--- src/rtl/wb_memtest_pkg.sv ---
// wb_memtest_pkg: shared state type, LFSR constants and watchdog limit for
// the Wishbone memory-test master.
package wb_memtest_pkg;

    typedef enum logic [1:0] {
        ST_IDLE  = 2'd0,
        ST_WRITE = 2'd1,
        ST_READ  = 2'd2,
        ST_DONE  = 2'd3
    } state_t;

    // Galois taps of the pattern generator (right-shifting form).
    localparam logic [31:0] LFSR_TAPS     = 32'h8020_0003;

    // An all-zero seed would lock the LFSR, so it is replaced by this value.
    localparam logic [31:0] SEED_ZERO_SUB = 32'h0000_0001;

    // Stalled strobe cycles tolerated before the watchdog aborts the test.
    localparam logic [7:0]  WDOG_LIMIT    = 8'd255;

    // One Galois step: shift right, fold the taps back in when a 1 falls out.
    function automatic logic [31:0] lfsr_advance(input logic [31:0] s);
        return s[0] ? ((s >> 1) ^ LFSR_TAPS) : (s >> 1);
    endfunction

    // Seed as actually loaded into the LFSR.
    function automatic logic [31:0] seed_fix(input logic [31:0] s);
        return (s == 32'h0) ? SEED_ZERO_SUB : s;
    endfunction

endpackage

--- src/rtl/wb_memtest_if.sv ---
// wb_memtest_if: Wishbone classic bus between the memory tester (master)
// and the memory under test (slave).
interface wb_memtest_if;

    logic        wbm_cyc_o;
    logic        wbm_stb_o;
    logic        wbm_we_o;
    logic [3:0]  wbm_sel_o;
    logic [31:0] wbm_adr_o;
    logic [31:0] wbm_dat_o;
    logic        wbm_ack_i;
    logic [31:0] wbm_dat_i;

    modport master (
        output wbm_cyc_o, wbm_stb_o, wbm_we_o, wbm_sel_o, wbm_adr_o, wbm_dat_o,
        input  wbm_ack_i, wbm_dat_i
    );

    modport slave (
        input  wbm_cyc_o, wbm_stb_o, wbm_we_o, wbm_sel_o, wbm_adr_o, wbm_dat_o,
        output wbm_ack_i, wbm_dat_i
    );

endinterface

--- src/rtl/wb_memtest_lfsr.sv ---
// wb_memtest_lfsr: 32-bit Galois LFSR pattern generator. load has priority
// over step; state is the current pattern word.
module wb_memtest_lfsr
    import wb_memtest_pkg::*;
(
    input  logic        clk,
    input  logic        rst,
    input  logic        load,
    input  logic [31:0] seed,
    input  logic        step,
    output logic [31:0] state
);

    logic [31:0] state_q;
    logic [31:0] state_d;

    // Next pattern word: reload from seed or advance by one Galois step.
    always_comb begin
        state_d = state_q;
        if (load) begin
            state_d = seed;
        end else if (step) begin
            state_d = lfsr_advance(state_q);
        end
    end

    // Pattern register, cleared by the asynchronous reset.
    always_ff @(posedge clk or posedge rst) begin
        if (rst) begin
            state_q <= '0;
        end else begin
            state_q <= state_d;
        end
    end

    assign state = state_q;

endmodule

--- src/rtl/wb_memtest_master.sv ---
// wb_memtest_master: Wishbone master that fills a memory region with an
// LFSR pattern, reads it back and reports mismatches.
// Optional build macro WB_MEMTEST_TIMEOUT_EN adds an 8-bit ack watchdog;
// without it the master waits forever for ack and timeout_o is tied low.
module wb_memtest_master
    import wb_memtest_pkg::*;
#(
    parameter int unsigned ADR_WIDTH = 8,
    parameter logic [31:0] BASE_ADR  = 32'h3000_0000
) (
    input  logic                 wb_clk_i,
    input  logic                 wb_rst_i,
    input  logic                 start_i,
    input  logic [31:0]          seed_i,
    wb_memtest_if.master         wbm,
    output logic                 busy_o,
    output logic                 done_o,
    output logic                 pass_o,
    output logic [15:0]          err_cnt_o,
    output logic [ADR_WIDTH-1:0] fail_adr_o,
    output logic [31:0]          fail_dat_o,
    output logic                 timeout_o
);

    localparam logic [ADR_WIDTH-1:0] IDX_MAX = '1;

    state_t               state_q, state_d;
    logic [ADR_WIDTH-1:0] idx_q, idx_d;
    logic [31:0]          seed_q, seed_d;
    logic                 cyc_q, cyc_d;
    logic                 we_q, we_d;
    logic [3:0]           sel_q, sel_d;
    logic [31:0]          adr_q, adr_d;
    logic [31:0]          dat_q, dat_d;
    logic                 busy_q, busy_d;
    logic                 done_q, done_d;
    logic                 pass_q, pass_d;
    logic [15:0]          err_cnt_q, err_cnt_d;
    logic [ADR_WIDTH-1:0] fail_adr_q, fail_adr_d;
    logic [31:0]          fail_dat_q, fail_dat_d;
`ifdef WB_MEMTEST_TIMEOUT_EN
    logic                 timeout_q, timeout_d;
    logic [7:0]           wdog_q, wdog_d;
`endif

    logic                 lfsr_load;
    logic                 lfsr_step;
    logic [31:0]          lfsr_seed;
    logic [31:0]          lfsr_state;
    logic [31:0]          seed_in;
    logic                 rd_mismatch;

    wb_memtest_lfsr u_lfsr (
        .clk   (wb_clk_i),
        .rst   (wb_rst_i),
        .load  (lfsr_load),
        .seed  (lfsr_seed),
        .step  (lfsr_step),
        .state (lfsr_state)
    );

    assign seed_in     = seed_fix(seed_i);
    assign rd_mismatch = (wbm.wbm_dat_i != lfsr_state);

    // Test sequencer: launches one bus transaction at a time, leaves a single
    // idle cycle after every ack, and tracks the read-back error record.
    always_comb begin
        state_d    = state_q;
        idx_d      = idx_q;
        seed_d     = seed_q;
        cyc_d      = cyc_q;
        we_d       = we_q;
        sel_d      = sel_q;
        adr_d      = adr_q;
        dat_d      = dat_q;
        busy_d     = busy_q;
        done_d     = done_q;
        pass_d     = pass_q;
        err_cnt_d  = err_cnt_q;
        fail_adr_d = fail_adr_q;
        fail_dat_d = fail_dat_q;
`ifdef WB_MEMTEST_TIMEOUT_EN
        timeout_d  = timeout_q;
        wdog_d     = wdog_q;
`endif
        lfsr_load  = 1'b0;
        lfsr_step  = 1'b0;
        lfsr_seed  = seed_q;

        case (state_q)
            ST_IDLE, ST_DONE: begin
                if (start_i) begin
                    state_d    = ST_WRITE;
                    seed_d     = seed_in;
                    lfsr_load  = 1'b1;
                    lfsr_seed  = seed_in;
                    idx_d      = '0;
                    busy_d     = 1'b1;
                    done_d     = 1'b0;
                    pass_d     = 1'b0;
                    err_cnt_d  = '0;
                    fail_adr_d = '0;
                    fail_dat_d = '0;
`ifdef WB_MEMTEST_TIMEOUT_EN
                    timeout_d  = 1'b0;
                    wdog_d     = '0;
`endif
                end
            end

            ST_WRITE, ST_READ: begin
                if (!cyc_q) begin
                    // Idle cycle is over: present the next transaction.
                    cyc_d = 1'b1;
                    sel_d = 4'hF;
                    we_d  = (state_q == ST_WRITE);
                    adr_d = BASE_ADR + (32'(idx_q) << 2);
                    dat_d = (state_q == ST_WRITE) ? lfsr_state : 32'h0;
`ifdef WB_MEMTEST_TIMEOUT_EN
                    wdog_d = '0;
`endif
                end else if (wbm.wbm_ack_i) begin
                    cyc_d = 1'b0;
                    we_d  = 1'b0;
                    sel_d = 4'h0;
                    adr_d = 32'h0;
                    dat_d = 32'h0;
`ifdef WB_MEMTEST_TIMEOUT_EN
                    wdog_d = '0;
`endif
                    if ((state_q == ST_READ) && rd_mismatch) begin
                        if (err_cnt_q != 16'hFFFF) begin
                            err_cnt_d = err_cnt_q + 16'd1;
                        end
                        if (err_cnt_q == 16'h0) begin
                            fail_adr_d = idx_q;
                            fail_dat_d = wbm.wbm_dat_i;
                        end
                    end
                    if (idx_q == IDX_MAX) begin
                        idx_d = '0;
                        if (state_q == ST_WRITE) begin
                            // Replay the same pattern for the read-back pass.
                            lfsr_load = 1'b1;
                            state_d   = ST_READ;
                        end else begin
                            state_d = ST_DONE;
                            busy_d  = 1'b0;
                            done_d  = 1'b1;
                            pass_d  = (err_cnt_d == 16'h0);
                        end
                    end else begin
                        idx_d     = idx_q + ADR_WIDTH'(1);
                        lfsr_step = 1'b1;
                    end
                end
`ifdef WB_MEMTEST_TIMEOUT_EN
                else if (wdog_q == (WDOG_LIMIT - 8'd1)) begin
                    // Responder never answered: abandon the test.
                    cyc_d     = 1'b0;
                    we_d      = 1'b0;
                    sel_d     = 4'h0;
                    adr_d     = 32'h0;
                    dat_d     = 32'h0;
                    wdog_d    = '0;
                    timeout_d = 1'b1;
                    state_d   = ST_DONE;
                    busy_d    = 1'b0;
                    done_d    = 1'b1;
                    pass_d    = 1'b0;
                end else begin
                    wdog_d = wdog_q + 8'd1;
                end
`endif
            end

            default: begin
                state_d = ST_IDLE;
            end
        endcase
    end

    // All sequencer state and every output register, cleared asynchronously.
    always_ff @(posedge wb_clk_i or posedge wb_rst_i) begin
        if (wb_rst_i) begin
            state_q    <= ST_IDLE;
            idx_q      <= '0;
            seed_q     <= '0;
            cyc_q      <= 1'b0;
            we_q       <= 1'b0;
            sel_q      <= 4'h0;
            adr_q      <= 32'h0;
            dat_q      <= 32'h0;
            busy_q     <= 1'b0;
            done_q     <= 1'b0;
            pass_q     <= 1'b0;
            err_cnt_q  <= '0;
            fail_adr_q <= '0;
            fail_dat_q <= '0;
`ifdef WB_MEMTEST_TIMEOUT_EN
            timeout_q  <= 1'b0;
            wdog_q     <= '0;
`endif
        end else begin
            state_q    <= state_d;
            idx_q      <= idx_d;
            seed_q     <= seed_d;
            cyc_q      <= cyc_d;
            we_q       <= we_d;
            sel_q      <= sel_d;
            adr_q      <= adr_d;
            dat_q      <= dat_d;
            busy_q     <= busy_d;
            done_q     <= done_d;
            pass_q     <= pass_d;
            err_cnt_q  <= err_cnt_d;
            fail_adr_q <= fail_adr_d;
            fail_dat_q <= fail_dat_d;
`ifdef WB_MEMTEST_TIMEOUT_EN
            timeout_q  <= timeout_d;
            wdog_q     <= wdog_d;
`endif
        end
    end

    assign wbm.wbm_cyc_o = cyc_q;
    assign wbm.wbm_stb_o = cyc_q;
    assign wbm.wbm_we_o  = we_q;
    assign wbm.wbm_sel_o = sel_q;
    assign wbm.wbm_adr_o = adr_q;
    assign wbm.wbm_dat_o = dat_q;

    assign busy_o     = busy_q;
    assign done_o     = done_q;
    assign pass_o     = pass_q;
    assign err_cnt_o  = err_cnt_q;
    assign fail_adr_o = fail_adr_q;
    assign fail_dat_o = fail_dat_q;
`ifdef WB_MEMTEST_TIMEOUT_EN
    assign timeout_o  = timeout_q;
`else
    assign timeout_o  = 1'b0;
`endif

endmodule

--- src/flat_wrapper.sv ---
// flat-port wrapper written by rule: the top's interface ports become plain ports
module wb_memtest_master_flat import wb_memtest_pkg::*;
#(
    parameter int unsigned ADR_WIDTH = 8,
    parameter logic [31:0] BASE_ADR  = 32'h3000_0000
)
  (wb_clk_i, wb_rst_i, start_i, seed_i, busy_o, done_o, pass_o, err_cnt_o, fail_adr_o, fail_dat_o, timeout_o, wbm_wbm_cyc_o, wbm_wbm_stb_o, wbm_wbm_we_o, wbm_wbm_sel_o, wbm_wbm_adr_o, wbm_wbm_dat_o, wbm_wbm_ack_i, wbm_wbm_dat_i);
  wb_memtest_if wbm_i ();
  input  logic wb_clk_i;
  input  logic wb_rst_i;
  input  logic start_i;
  input  logic [31:0] seed_i;
  output logic busy_o;
  output logic done_o;
  output logic pass_o;
  output logic [15:0] err_cnt_o;
  output logic [ADR_WIDTH-1:0] fail_adr_o;
  output logic [31:0] fail_dat_o;
  output logic timeout_o;
  output wire logic [$bits(wbm_i.wbm_cyc_o)-1:0] wbm_wbm_cyc_o;
  output wire logic [$bits(wbm_i.wbm_stb_o)-1:0] wbm_wbm_stb_o;
  output wire logic [$bits(wbm_i.wbm_we_o)-1:0] wbm_wbm_we_o;
  output wire logic [$bits(wbm_i.wbm_sel_o)-1:0] wbm_wbm_sel_o;
  output wire logic [$bits(wbm_i.wbm_adr_o)-1:0] wbm_wbm_adr_o;
  output wire logic [$bits(wbm_i.wbm_dat_o)-1:0] wbm_wbm_dat_o;
  input wire logic [$bits(wbm_i.wbm_ack_i)-1:0] wbm_wbm_ack_i;
  input wire logic [$bits(wbm_i.wbm_dat_i)-1:0] wbm_wbm_dat_i;
  assign wbm_wbm_cyc_o = wbm_i.wbm_cyc_o;
  assign wbm_wbm_stb_o = wbm_i.wbm_stb_o;
  assign wbm_wbm_we_o = wbm_i.wbm_we_o;
  assign wbm_wbm_sel_o = wbm_i.wbm_sel_o;
  assign wbm_wbm_adr_o = wbm_i.wbm_adr_o;
  assign wbm_wbm_dat_o = wbm_i.wbm_dat_o;
  assign wbm_i.wbm_ack_i = wbm_wbm_ack_i;
  assign wbm_i.wbm_dat_i = wbm_wbm_dat_i;
  wb_memtest_master #(.ADR_WIDTH(ADR_WIDTH), .BASE_ADR(BASE_ADR)) u_core (.wb_clk_i(wb_clk_i), .wb_rst_i(wb_rst_i), .start_i(start_i), .seed_i(seed_i), .wbm(wbm_i), .busy_o(busy_o), .done_o(done_o), .pass_o(pass_o), .err_cnt_o(err_cnt_o), .fail_adr_o(fail_adr_o), .fail_dat_o(fail_dat_o), .timeout_o(timeout_o));
endmodule
--- config.mk ---
export PLATFORM = sky130hd
export DESIGN_NAME = wb_memtest_master_flat
export DESIGN_NICKNAME = d
export VERILOG_FILES = /design/src/rtl/wb_memtest_pkg.sv /design/src/rtl/wb_memtest_if.sv /design/src/rtl/wb_memtest_lfsr.sv /design/src/rtl/wb_memtest_master.sv /design/src/flat_wrapper.sv
export SDC_FILE = /design/constraint.sdc
export NUM_CORES = 1
export LEC_CHECK = 0
export CORE_MARGIN = 2
export CORE_UTILIZATION = 25
export CTS_CLUSTER_SIZE = 28
export DETAILED_ROUTE_END_ITERATION = 6
export PLACE_DENSITY = 0.46
export SYNTH_ARGS = -nofsm -noshare
export SYNTH_HDL_FRONTEND = slang
export SYNTH_HIERARCHICAL = 1
export SYNTH_SLANG_ARGS = --single-unit
export TNS_END_PERCENT = 100
--- constraint.sdc ---
create_clock -name wb_clk_i -period 4.8 [get_ports wb_clk_i]
set_input_delay 0.96 -clock wb_clk_i [delete_from_list [all_inputs] [get_ports wb_clk_i]]
set_output_delay 0.96 -clock wb_clk_i [all_outputs]
set_load 0.01 [all_outputs]
==> results.yml <==
status:
  outcome: "complete, no violations"
floorplanning:
  core-area_sq_um: 32450
  row_count: 66
  dieArea_sq_um: 34290
  start_util: 0.2528
  design.portCount: 199
  die_w_microns: 185.2
  die_h_microns: 185.2
clock_tree:
  ctsHoldBuffers: 0
  clkTransAtPathRegs_ns: 0.08
  clk_path_buf_depth: 2
  cts-root-buf: "clkbuf_16"
  cts_sinks: 176
  ctsResizeCount: 0
  cts_tree: "yes"
  post-cts-setup-buffers: 0
  clock_latency_ns: 0.43
  numCtsBuffers: 17
  htreeDepth: 4
grt:
  first_global_vias: 6146
  grt-ovfl-total: 0
  grt_first_pass_wirelength_microns: 38080
  grt_max_degree: 66
  globalRouteTotalUtil: 0.1490
  antenna_found_initial: 0
sta:
  min_period_over_period: 0.7478
  rsz0062_at_grt: "no"
  maxSlewHeadroom: 0.3328
  slew_viol_final: 0
  period_needed_ns: 3.589
  max_freq_ghz: 0.2786
  fin_setup_tns_ns: 0
  tightestPinTransition_ns: 0.9987
  clock_skew_ns: 0.01311
  report.final.hold_viol_count: 0
  setup_violations: 0
finish:
  nFillCells: 3294
  num_antenna_cells: 0
  utilization: 0.3347
  nNetsFinal: 940
  syn_to_final_growth_pct: 32.37
  drive_gt1_frac: 0.1092
placement:
  gp_congestion: 0.7289
  port_buffers: 175
  hpwl_microns: 18260
synthesis:
  async_flop_share: 1.000
  synth_cells: 712
  synth_area_leader_cell: "dfrtp_1"
  ys_warn_count: 6
  synth_area_sq_um: 8205
  synth.distinct_cells: 61
  synth_edf_count: 0
  synth_top_area_frac: 0.5367
  yosysSeqAreaShare: 0.5367
  synth_ff_type: "dfrtp_1"
  ys_ff_latch: 176
  syn_avg_cell_area_sq_um: 11.52
  ys_top_cells_by_area: "dfrtp_1 54%, a22o_1 8.5%, mux2_2 4.4%"
hold_path:
  hp-class: "register to register"
critical_path:
  slowest_stage: "nor4_1"
  critPathMaxFanout: 12
  critical_path.startpoint_type: "input pin"
  crit_chain: "clkdlybuf4s50_1 > xor2_1 > nor4_1 > nand4_1 > o21ai_4 > nor3b_2 > or3b_2 > a32o_1 > o31ai_2"
  arrival_ns: 3.93
  critPathMaxStageDelay_ns: 0.51
  path_class: "input pin to register"
  end_kind: "register"
  crit_required_ns: 5.14
route:
  drt-total-wl_microns: 25010
  wire_per_inst_microns: 18.93
  drc_errors: 0
  via_per_inst: 4.514
  ant_nets: 0
  dr.pass1.iters: 4
  drt_iter0_drc: 318
  vias: 5963
pwr:
  power.leakage_nw: 4.562
  irDropWorstVdd_uv: 237.6
  power.total_mw: 5.486
  power_density_nw_per_um2: 505.1
job:
  maxCapViolations: 0
cells in the mapped netlist (all sizes together) (3+ instances only):
| cell type | instances |
|---|---|
| nand3 | 9 |
| nor2 | 23 |
| nand2b | 4 |
| nor4 | 19 |
| mux2 | 32 |
| and4 | 4 |
| xnor2 | 6 |
| and2 | 5 |
| o21ai | 56 |
| a31oi | 4 |
| a21oi | 10 |
| nand2 | 59 |
| xor2 | 36 |
| a22o | 81 |
| ha | 6 |
| nand3b | 3 |
| clkbuf | 23 |
| or3b | 3 |
| o31ai | 3 |
| mux2i | 32 |
| inv | 9 |
| and3 | 7 |
| dfrtp | 176 |
| a41oi | 3 |
| buf | 53 |
| o211ai | 3 |
| nor3 | 10 |
| nand4 | 10 |
worst max-delay path: cells and delay by family:
kind / cells / cell delay, ns
buffers and inverters: 1 / 0.47
AND/OR/NAND/NOR: 4 / 1.45
AO/OA/AOI/OAI: 3 / 0.85
XOR/XNOR: 1 / 0.20
cell type report:
| cell class | count | area, sq um | area share |
|---|---|---|---|
| clock buffers | 17 | 425.4 | 0.03917 |
| multi-input cells | 473 | 3378 | 0.3110 |
| repair buffers | 189 | 1894 | 0.1744 |
| inverters | 9 | 37.54 | 0.003456 |
| flip-flops and latches | 176 | 4404 | 0.4055 |
| well taps | 442 | 553.0 | 0.05092 |
| clock inverters | 15 | 168.9 | 0.01555 |
cell usage in the layout (no fill, tap or decap), types with 3 or more instances in the layout:
cell and count:
a21oi_1 10, a22o_1 80, a31oi_1 4, a41oi_1 3
and2_1 4, and3_1 4, and4_1 3, buf_12 3
buf_4 11, clkbuf_16 17, clkdlybuf4s50_1 175, clkinv_8 4
conb_1 23, dfrtp_1 176, ha_1 6, inv_1 8
inv_8 5, mux2_2 32, mux2i_1 32, nand2_1 58
nand2b_1 4, nand3_1 8, nand3b_1 3, nand4_1 10
nor2_1 21, nor3_1 10, nor4_1 18, o211ai_1 3
o21ai_0 25, o21ai_1 29, xnor2_1 6, xor2_1 36
path summary, 6_finish.rpt:
path	startpoint	to	slack, ns	cells after the start
worst max register to register	u_core/u_lfsr/state[30]	u_core/pass_o	1.74	8
worst min register to register	u_core/fail_adr_o[7]	u_core/fail_adr_o[7]	0.49	2
max in group asynchronous	wb_rst_i	u_core/err_cnt_o[6]	2.80	3
min in group asynchronous	wb_rst_i	u_core/u_lfsr/state[18]	1.03	2
worst max-delay path	wbm_wbm_dat_i[8]	u_core/pass_o	1.21	9
worst min-delay path	u_core/fail_adr_o[7]	u_core/fail_adr_o[7]	0.49	2
flip-flops by register name, summed over array words and instances (netlist names):
signal                flops
u_core/u_lfsr/state      32
u_core/wbm.wbm_adr_o      8
u_core/wbm.wbm_dat_o     32
u_core/done_o             1
u_core/fail_dat_o        32
u_core/pass_o             1
u_core/seed_q            32
u_core/state_q            2
u_core/wbm.wbm_cyc_o      1
u_core/idx_q              8
u_core/err_cnt_o         16
u_core/busy_o             1
u_core/fail_adr_o         8
u_core/wbm.wbm_sel_o      1
u_core/wbm.wbm_we_o       1
layer usage:
layer | up-vias | routed length (microns) | track usage
met3 | 9 | 883 | 0.02694
met5 | - | 0 | 0
li1 | 2852 | - | -
met2 | 153 | 12270 | 0.2454
met4 | 0 | 167 | 0.03143
met1 | 2949 | 11690 | 0.2046
power by group:
| group | switching (mW) | internal [mW] | leakage (nW) |
|---|---|---|---|
| clock network | 0.700 | 0.702 | 0.289 |
| logic | 0.935 | 0.867 | 1.96 |
| registers | 0.381 | 1.90 | 2.31 |
stage by stage:
stage / setup slack [ns] / hold WS, ns / instances / cell area (sq um)
final: 1.211 / 0.4930 / 1321 / 10860
after global routing: 0.9410 / 0.5174 / 1321 / 10860
after CTS: 1.026 / 0.5019 / 1321 / 10860
after detailed placement: 0.5664 / 0.4818 / 1289 / 10270
after global placement: 0.6087 / 0.4781 / 1289 / 10270
after floorplan: 2.035 / 0.4587 / 734 / 8292
cell families (layout without fill, tap and decap cells):
family	Yosys count	in the layout	synth area share
AO/OA/AOI/OAI	175	175	0.1566
XOR/XNOR	42	42	0.04483
adder cells (fa/ha/maj)	6	6	0.009149
buffers and inverters	85	230	0.06496
flip-flops	176	176	0.5367
multiplexers	64	64	0.08295
other	1	23	0.0004570
AND/OR/NAND/NOR	163	163	0.1043
Note: power is estimated with default switching activity, not from simulation.
